`src/rtl/pll_sup_pkg.sv`:
```
// Shared types for the PLL lock supervisor.
// Holds the FSM state set and the status counter widths.
package pll_sup_pkg;

  localparam int RETRY_W = 4;
  localparam int LOSS_W  = 8;

  typedef enum logic [2:0] {
    ST_PD,
    ST_WAIT_LOCK,
    ST_STABILIZE,
    ST_RUN,
    ST_FAIL
  } state_e;

  function automatic logic [LOSS_W-1:0] sat_inc(
    input logic [LOSS_W-1:0] v
  );
    return (&v) ? v : v + LOSS_W'(1);
  endfunction

endpackage

```
`src/rtl/sync_2ff.sv`:
```
// Two-flop synchronizer for a single asynchronous level.
// Both flops clear on the synchronous active-low reset.
module sync_2ff (
  input  logic clk,
  input  logic rst_n,
  input  logic d,
  output logic q
);

  logic meta;

  always_ff @(posedge clk) begin
    if (!rst_n) begin
      meta <= 1'b0;
      q    <= 1'b0;
    end else begin
      meta <= d;
      q    <= meta;
    end
  end

endmodule

```
`src/rtl/pll_lock_supervisor.sv`:
```
// PLL bring-up supervisor: powerdown pulse, lock qualification,
// timeout retries, lock-loss filtering and fabric reset control.
module pll_lock_supervisor
  import pll_sup_pkg::*;
#(
  parameter int LOCK_TIMEOUT  = 65536,
  parameter int STABLE_CYCLES = 1024,
  parameter int PD_CYCLES     = 64,
  parameter int MAX_RETRIES   = 7,
  parameter int LOSS_FILTER   = 4
) (
  input  logic               CLK,
  input  logic               RESET_N,
  input  logic               PLL_LOCK,
  input  logic               RETRY_REQ,
  output logic               PLL_POWERDOWN_N,
  output logic               FABRIC_RESET_N,
  output logic               LOCKED,
  output logic               FAIL,
  output logic [RETRY_W-1:0] RETRY_CNT,
  output logic [LOSS_W-1:0]  LOSS_CNT
);

  localparam int TW = $clog2(LOCK_TIMEOUT + 1);
  localparam int SW = $clog2(STABLE_CYCLES + 1);
  localparam int PW = $clog2(PD_CYCLES + 1);
  localparam int LW = $clog2(LOSS_FILTER + 1);

  localparam logic [TW-1:0] TO_LAST = TW'(LOCK_TIMEOUT - 1);
  localparam logic [SW-1:0] ST_LAST = SW'(STABLE_CYCLES - 1);
  localparam logic [PW-1:0] PD_LAST = PW'(PD_CYCLES - 1);
  localparam logic [LW-1:0] LF_LAST = LW'(LOSS_FILTER - 1);
  localparam logic [RETRY_W-1:0] RETRY_MAX = RETRY_W'(MAX_RETRIES);

  state_e state, state_nxt;

  logic [TW-1:0] to_cnt, to_nxt;
  logic [SW-1:0] st_cnt, st_nxt;
  logic [PW-1:0] pd_cnt, pd_nxt;
  logic [LW-1:0] lf_cnt, lf_nxt;

  logic [RETRY_W-1:0] retry_nxt;
  logic [LOSS_W-1:0]  loss_nxt;

  logic lock_s;
  logic searching;
  logic timeout;

  sync_2ff u_sync (
    .clk   (CLK),
    .rst_n (RESET_N),
    .d     (PLL_LOCK),
    .q     (lock_s)
  );

  assign searching = (state == ST_WAIT_LOCK) ||
                     (state == ST_STABILIZE);
  assign timeout   = searching && (to_cnt == TO_LAST);

  always_comb begin
    state_nxt = state;
    to_nxt    = to_cnt;
    st_nxt    = st_cnt;
    pd_nxt    = pd_cnt;
    lf_nxt    = lf_cnt;
    retry_nxt = RETRY_CNT;
    loss_nxt  = LOSS_CNT;

    if (RETRY_REQ) begin
      state_nxt = ST_PD;
      pd_nxt    = '0;
      retry_nxt = '0;
    end else if (timeout) begin
      // timeout beats a same-cycle STABILIZE completion
      if (RETRY_CNT == RETRY_MAX) begin
        state_nxt = ST_FAIL;
      end else begin
        state_nxt = ST_PD;
        pd_nxt    = '0;
        retry_nxt = RETRY_CNT + RETRY_W'(1);
      end
    end else begin
      unique case (state)
        ST_PD: begin
          if (pd_cnt == PD_LAST) begin
            state_nxt = ST_WAIT_LOCK;
            to_nxt    = '0;
            pd_nxt    = '0;
          end else begin
            pd_nxt = pd_cnt + PW'(1);
          end
        end
        ST_WAIT_LOCK: begin
          to_nxt = to_cnt + TW'(1);
          if (lock_s) begin
            state_nxt = ST_STABILIZE;
            st_nxt    = '0;
          end
        end
        ST_STABILIZE: begin
          to_nxt = to_cnt + TW'(1);
          if (!lock_s) begin
            state_nxt = ST_WAIT_LOCK;
            st_nxt    = '0;
          end else if (st_cnt == ST_LAST) begin
            state_nxt = ST_RUN;
            retry_nxt = '0;
            lf_nxt    = '0;
          end else begin
            st_nxt = st_cnt + SW'(1);
          end
        end
        ST_RUN: begin
          if (lock_s) begin
            lf_nxt = '0;
          end else if (lf_cnt == LF_LAST) begin
            state_nxt = ST_PD;
            pd_nxt    = '0;
            lf_nxt    = '0;
            loss_nxt  = sat_inc(LOSS_CNT);
          end else begin
            lf_nxt = lf_cnt + LW'(1);
          end
        end
        ST_FAIL: begin
        end
        default: begin
          state_nxt = ST_PD;
          pd_nxt    = '0;
        end
      endcase
    end
  end

  // outputs are registered decodes of the next state
  always_ff @(posedge CLK) begin
    if (!RESET_N) begin
      state           <= ST_PD;
      to_cnt          <= '0;
      st_cnt          <= '0;
      pd_cnt          <= '0;
      lf_cnt          <= '0;
      RETRY_CNT       <= '0;
      LOSS_CNT        <= '0;
      PLL_POWERDOWN_N <= 1'b0;
      FABRIC_RESET_N  <= 1'b0;
      LOCKED          <= 1'b0;
      FAIL            <= 1'b0;
    end else begin
      state           <= state_nxt;
      to_cnt          <= to_nxt;
      st_cnt          <= st_nxt;
      pd_cnt          <= pd_nxt;
      lf_cnt          <= lf_nxt;
      RETRY_CNT       <= retry_nxt;
      LOSS_CNT        <= loss_nxt;
      PLL_POWERDOWN_N <= (state_nxt == ST_WAIT_LOCK) ||
                         (state_nxt == ST_STABILIZE) ||
                         (state_nxt == ST_RUN);
      FABRIC_RESET_N  <= (state_nxt == ST_RUN);
      LOCKED          <= (state_nxt == ST_RUN);
      FAIL            <= (state_nxt == ST_FAIL);
    end
  end

endmodule

```
`config.mk`:
```
export PLATFORM = sky130hd
export DESIGN_NAME = pll_lock_supervisor
export DESIGN_NICKNAME = d
export VERILOG_FILES = /design/src/rtl/pll_sup_pkg.sv /design/src/rtl/sync_2ff.sv /design/src/rtl/pll_lock_supervisor.sv
export SDC_FILE = /design/constraint.sdc
export NUM_CORES = 1
export LEC_CHECK = 0
export ABC_AREA = 1
export BUFFER_PORTS_ARGS = -buffer_cell sky130_fd_sc_hd__buf_4
export CAP_MARGIN = 20
export CORE_MARGIN = 5
export CORE_UTILIZATION = 65
export CTS_CLUSTER_DIAMETER = 150
export CTS_CLUSTER_SIZE = 40
export DETAILED_ROUTE_END_ITERATION = 10
export GPL_ROUTABILITY_DRIVEN = 0
export HOLD_SLACK_MARGIN = 0.15
export PLACE_DENSITY = 0.84
export SLEW_MARGIN = 20
export SYNTH_ARGS = -nofsm -noshare
export SYNTH_HDL_FRONTEND = slang
export SYNTH_SLANG_ARGS = --single-unit
```
`constraint.sdc`:
```
create_clock -name CLK -period 3.5 [get_ports CLK]
set_clock_uncertainty 0.15 [all_clocks]
set_input_delay 0.35 -clock CLK [delete_from_list [all_inputs] [get_ports CLK]]
set_output_delay 0.35 -clock CLK [all_outputs]
set_load 0.05 [all_outputs]
```
# Word-level counts from Yosys, hierarchy flattened
# Cells that the tools add are included.
dict set report word_totals {
  regBits 58
  inputBits 4
  output_inout_bits 16
}
dict set report op_classes {
  add_sub_neg 6
  n_eq_ne 22
  mux 32
  n_bitwise 5
  reduce_logical 21
}
# op count
set ops {}
lappend ops {{$mux W3} 13}
lappend ops {{$mux W7} 5}
lappend ops {{$pmux W17 S2} 1}
lappend ops {{$mux W11} 3}
lappend ops {{$pmux W11 S2} 1}
lappend ops {{$pmux W7 S3} 1}
lappend ops {{$mux W4} 5}
lappend ops {{$add A17 B1 Y17 const B} 1}
lappend ops {{$eq A17 B16 Y1 const B} 1}
lappend ops {{$mux W17} 1}
lappend ops {{$eq A3 B2 Y1 const B} 5}
lappend ops {{$pmux W3 S5} 1}
lappend ops {{$reduce_and A4 Y1} 3}
lappend ops {{$reduce_bool A2 Y1} 6}
lappend ops {{$add A11 B1 Y11 const B} 1}
lappend ops {{$eq A11 B10 Y1 const B} 1}
lappend ops {{$reduce_and A5 Y1} 2}
lappend ops {{$ne A3 B3 Y1 const B} 3}
lappend ops {{$add A8 B1 Y8 const B} 1}
lappend ops {{$ne A2 B1 Y1 const B} 4}
lappend ops {{$reduce_and A8 Y1} 1}
lappend ops {{$add A7 B1 Y7 const B} 1}
lappend ops {{$eq A7 B6 Y1 const B} 1}
lappend ops {{$eq A3 B1 Y1 const B} 2}
lappend ops {{13 further kinds} 22}

# Logic depth before layout (Yosys ltp)
dict set report depth {
  depth_word 9
  mapped_depth 15
  depth_no_buf 14
}

# By module
# Synthesis repeated with hierarchy kept, for this count alone.
dict set report hier_totals {
  cells_unflattened 507
  area_unflattened_um2 3338.2
}
# mod n_inst cells_each area_each_um2
set modules_own_cells {}
lappend modules_own_cells {pll_lock_supervisor 1 501 3283.1}
lappend modules_own_cells {sync_2ff 1 6 55.1}

# Least setup slack after synthesis
# OpenSTA, ideal clock, no wires.
dict set report synth_path {
  kind {flip-flop to flip-flop}
  start {register to_cnt[0]}
  end {register to_cnt[16]}
  setup_ns 0.121
  arrival_ns 1.914
  slack_ns 1.315
  path_stages_with_launch 15
  period_less_slack_ns 2.185
  cell_sequence {dfxtp_1 > ha_1 > nand2_1 > nor2_1 > nand3_1 > nor3_1 > ha_1 > nand2_4 > nand2_2 > inv_4 > nand2_4 > inv_2 > buf_6 > o21ai_1 > nor2_1}
}
dict set report synth_between {
  elab_chain_len 4
  elab_cells_between_ends 6
  classes_between {add/sub: 1; eq/ne: 1; mux: 1; bitwise: 1; reduce/logical: 2}
}
# element line
set synth_lines {}
lappend synth_lines {{from (decl)} pll_lock_supervisor.sv:37} ;# logic [TW-1:0] to_cnt, to_nxt;
lappend synth_lines {{from (signal assigned)} pll_lock_supervisor.sv:151} ;# to_cnt <= to_nxt;
lappend synth_lines {{branches (longest 4 deep; another with $add A17 B1 Y17)} n/a}
# Several ways; the timed one is not identified.
# A chain may end at the register's enable or synchronous reset.

# Worst setup path after layout
# Same ends and word-level chain as after synthesis.

==> flow_summary_export.csv <==
group,metric,value,unit
sta,finalHoldViolCount,0,
global_routing,grt_use_met3,6.65,%
critical_path,arrival,2600,ps
synthesis,ys_top_cells_by_count,"nand2_1 (131), nor2_1 (84), dfxtp_1 (58), inv_1 (47), nand3_1 (47)",
route,avgViaCountPerCell,5.37,
placement,dpl_cell_area,3450,sq um
floorplanning,rows,25,
synthesis,synth.most_common_cell,"nand2_1",
synthesis,synth_edf_count,0,
clock_tree,hold_buffers,3,
global_routing,grt-ovfl-total,0,
floorplanning,core,4790,sq um
run,drv_cap,0,
sta,fmax,0.396,GHz
sta,tightest_slew,947,ps
clock_tree,cts_setup_buffers,0,
critical_path,crit_type,"register to register",
power,p_per_area,346,nW/um^2
critical_path,cp.required,3580,ps
synthesis,avgSynthCellArea,6.47,sq um
critical_path,worstSetupStartpointType,"register",
synthesis,yosys_warnings,0,
critical_path,end_kind,"register",
synthesis,synth-main-ff-cell,"dfxtp_1",
critical_path,crit_chain,"ha_1, nand2_1, nor2_1, nand3_1, nor3_1, ha_1, nand2_4, nand2_2, inv_4, nand2_4, inv_2, o21ai_1, nor2_1",
power,leakagePower,1.47,nW
clock_tree,clock_latency,350,ps
global_routing,grt_pass1_wl,13500,um
finish,finish.instance_area,3660,sq um
global_routing,grtUsageMet1,32.0,%
route,post_drt_wl_per_cell,12.3,um
clock_tree,clkTransAtPathRegs,60,ps
synthesis,synthTopCellsByArea,"dfxtp_1 (36%), nand2_1 (15%), nor2_1 (9.7%), nand3_1 (7.2%), a21oi_1 (5.8%)",
run_status,status,"completed",
finish,nNetsFinal,540,
route,drc,0,
synthesis,synth.top_cell.area_share,35.5,%
synthesis,synth_seq_cells,58,
placement,port_buffers,19,
finish,drive_above_1_share,10.9,%
floorplanning,die-area,6540,sq um
power,total_power,1.27,mW
critical_path,slowest_delay,410,ps
clock_tree,cts_max_level,3,
power,ir_worst_vdd,0.264,mV
critical_path,critPathMaxFanout,18,
critical_path,reg2reg_slack,970,ps
sta,drv_slew,0,
route,num_vias,3225,
sta,rsz0062_at_grt,"false",
sta,finalWorstPathRequiredPeriod,2530,ps
synthesis,synthCells,505,
clock_tree,cts-resized-gates,0,
global_routing,antenna_found_initial,0,
synthesis,synthArstFlopShare,0,%
global_routing,grt_start_max_net_pins,31,
sta,max_slew_margin,36.8,%
synthesis,ys_types,33,
route,ant_nets,0,
clock_tree,clock_sink_count,58,
global_routing,met2_usage,43.3,%
floorplanning,ios,20,
floorplanning,die_w,80.9,um
floorplanning,initial_utilization,68.3,%
synthesis,synth_top_area_cell,"dfxtp_1",
synthesis,syn_nets,516,
placement,dpl_worst_slack,1000,ps
synthesis,seq_area_frac_synth,35.5,%
sta,timing.final.crit_share,72.2,%
min_path,hp-class,"primary input to register",
synthesis,synth_area,3270,sq um
finish,diodes,0,
sta,setup_ws,975,ps
clock_tree,cts_made_buffers,9,
clock_tree,clk_path_buf_depth,2,
clock_tree,cts_tree,"built",
route,first_pass_iters,5,
critical_path,cp_slowest_cell,"dfxtp_1",
sta,setup_violations,0,
clock_tree,root_buffer,"clkbuf_8",
finish,syn2layout_area_growth,12.0,%
global_routing,busiest_layer,"met2",
global_routing,grt_usage,26.3,%
route,routed_wl,7420,um
global_routing,grt_pass1_vias,3081,
placement,dp_hpwl,5080,um
route,drt-initial-drc-count,233,
sta,timing.setup.tns,0,ps
floorplanning,die_h,80.9,um
## sequential cells by signal, summed over array words and instances, names as in the netlist
register and cells:
to_cnt 17, st_cnt 11, LOSS_CNT 8, pd_cnt 7, RETRY_CNT 4, lf_cnt 3
state 3, FAIL 1, LOCKED 1, PLL_POWERDOWN_N 1, u_sync.meta 1, u_sync.q 1
## cell usage in the layout, fill, tap and decap left out
master,n
inv_1,47
nor3_1,10
xnor2_1,2
nand3_4,1
nor3b_1,2
nand2_4,4
inv_4,1
clkbuf_1,2
nor2_1,84
a21o_1,2
a21oi_1,38
nand2_1,131
a31oi_1,1
dlygate4sd3_1,3
o21ai_0,3
o21bai_1,4
inv_2,9
nor2_2,2
nand3_1,47
nor3_2,1
o21ai_1,9
dfxtp_1,58
buf_4,20
ha_1,7
a211oi_1,2
nand2_2,1
nand3b_1,2
clkinv_2,2
clkbuf_8,12
xor2_1,11
nand3_2,1
or2_0,1
nand4_1,10
or2_2,4
## power breakdown
part	internal [mW]	total (mW)	switching [mW]	leakage (nW)
Combinational	0.00912	0.0292	0.0201	0.909
Sequential	0.662	0.665	0.00280	0.468
Clock	0.313	0.572	0.259	0.0965
Total	0.984	1.27	0.282	1.47
## critical path, delay by kind of cell, from the launching register on
family	cells	cell delay (ps)
DFF	1	410
AOI/OAI and AO/OA	1	150
and+or+nand+nor	8	1050
adders and majority gates	2	430
buffers and inverters	2	220
## layer usage
layer  wire length [um]  share of wire, %
met5                  0                 0
met1               3320                45
met2               3560                48
met3                395               5.3
met4                148               2.0
## kinds of logic after synthesis
group	synth area share (%)
fa+ha+maj	2.68
compound gates	9.69
buf+inv	8.27
flops	35.5
xor+xnor	3.49
simple gates	40.3
## stage by stage
step,hold WS [ps],std cells,utilization [%]
after global routing,188,601,76.5
final,181,601,76.5
after CTS,166,601,76.5
after detailed placement,263,582,72.0
after global placement,245,582,72.0
after floorplan,240,505,-
## cell type report
cell class / count / area, sq um
Fill cell: 386 / 1130
Clock inverter: 2 / 10.0
Tap cell: 67 / 83.8
Multi-Input combinational cell: 380 / 1840
Clock buffer: 14 / 173
Sequential cell: 58 / 1160
Inverter: 57 / 216
Timing Repair Buffer: 23 / 180
## final timing paths
| kind | startpoint | end | cells past startpoint |
|---|---|---|---|
| hold / removal | RETRY_REQ | state[2] | 4 |
| setup / recovery | to_cnt[0] | to_cnt[16] | 13 |
| hold reg to reg | u_sync.meta | u_sync.q | 2 |
| setup reg to reg | to_cnt[0] | to_cnt[16] | 13 |
Power figures use the tool's default switching activity.
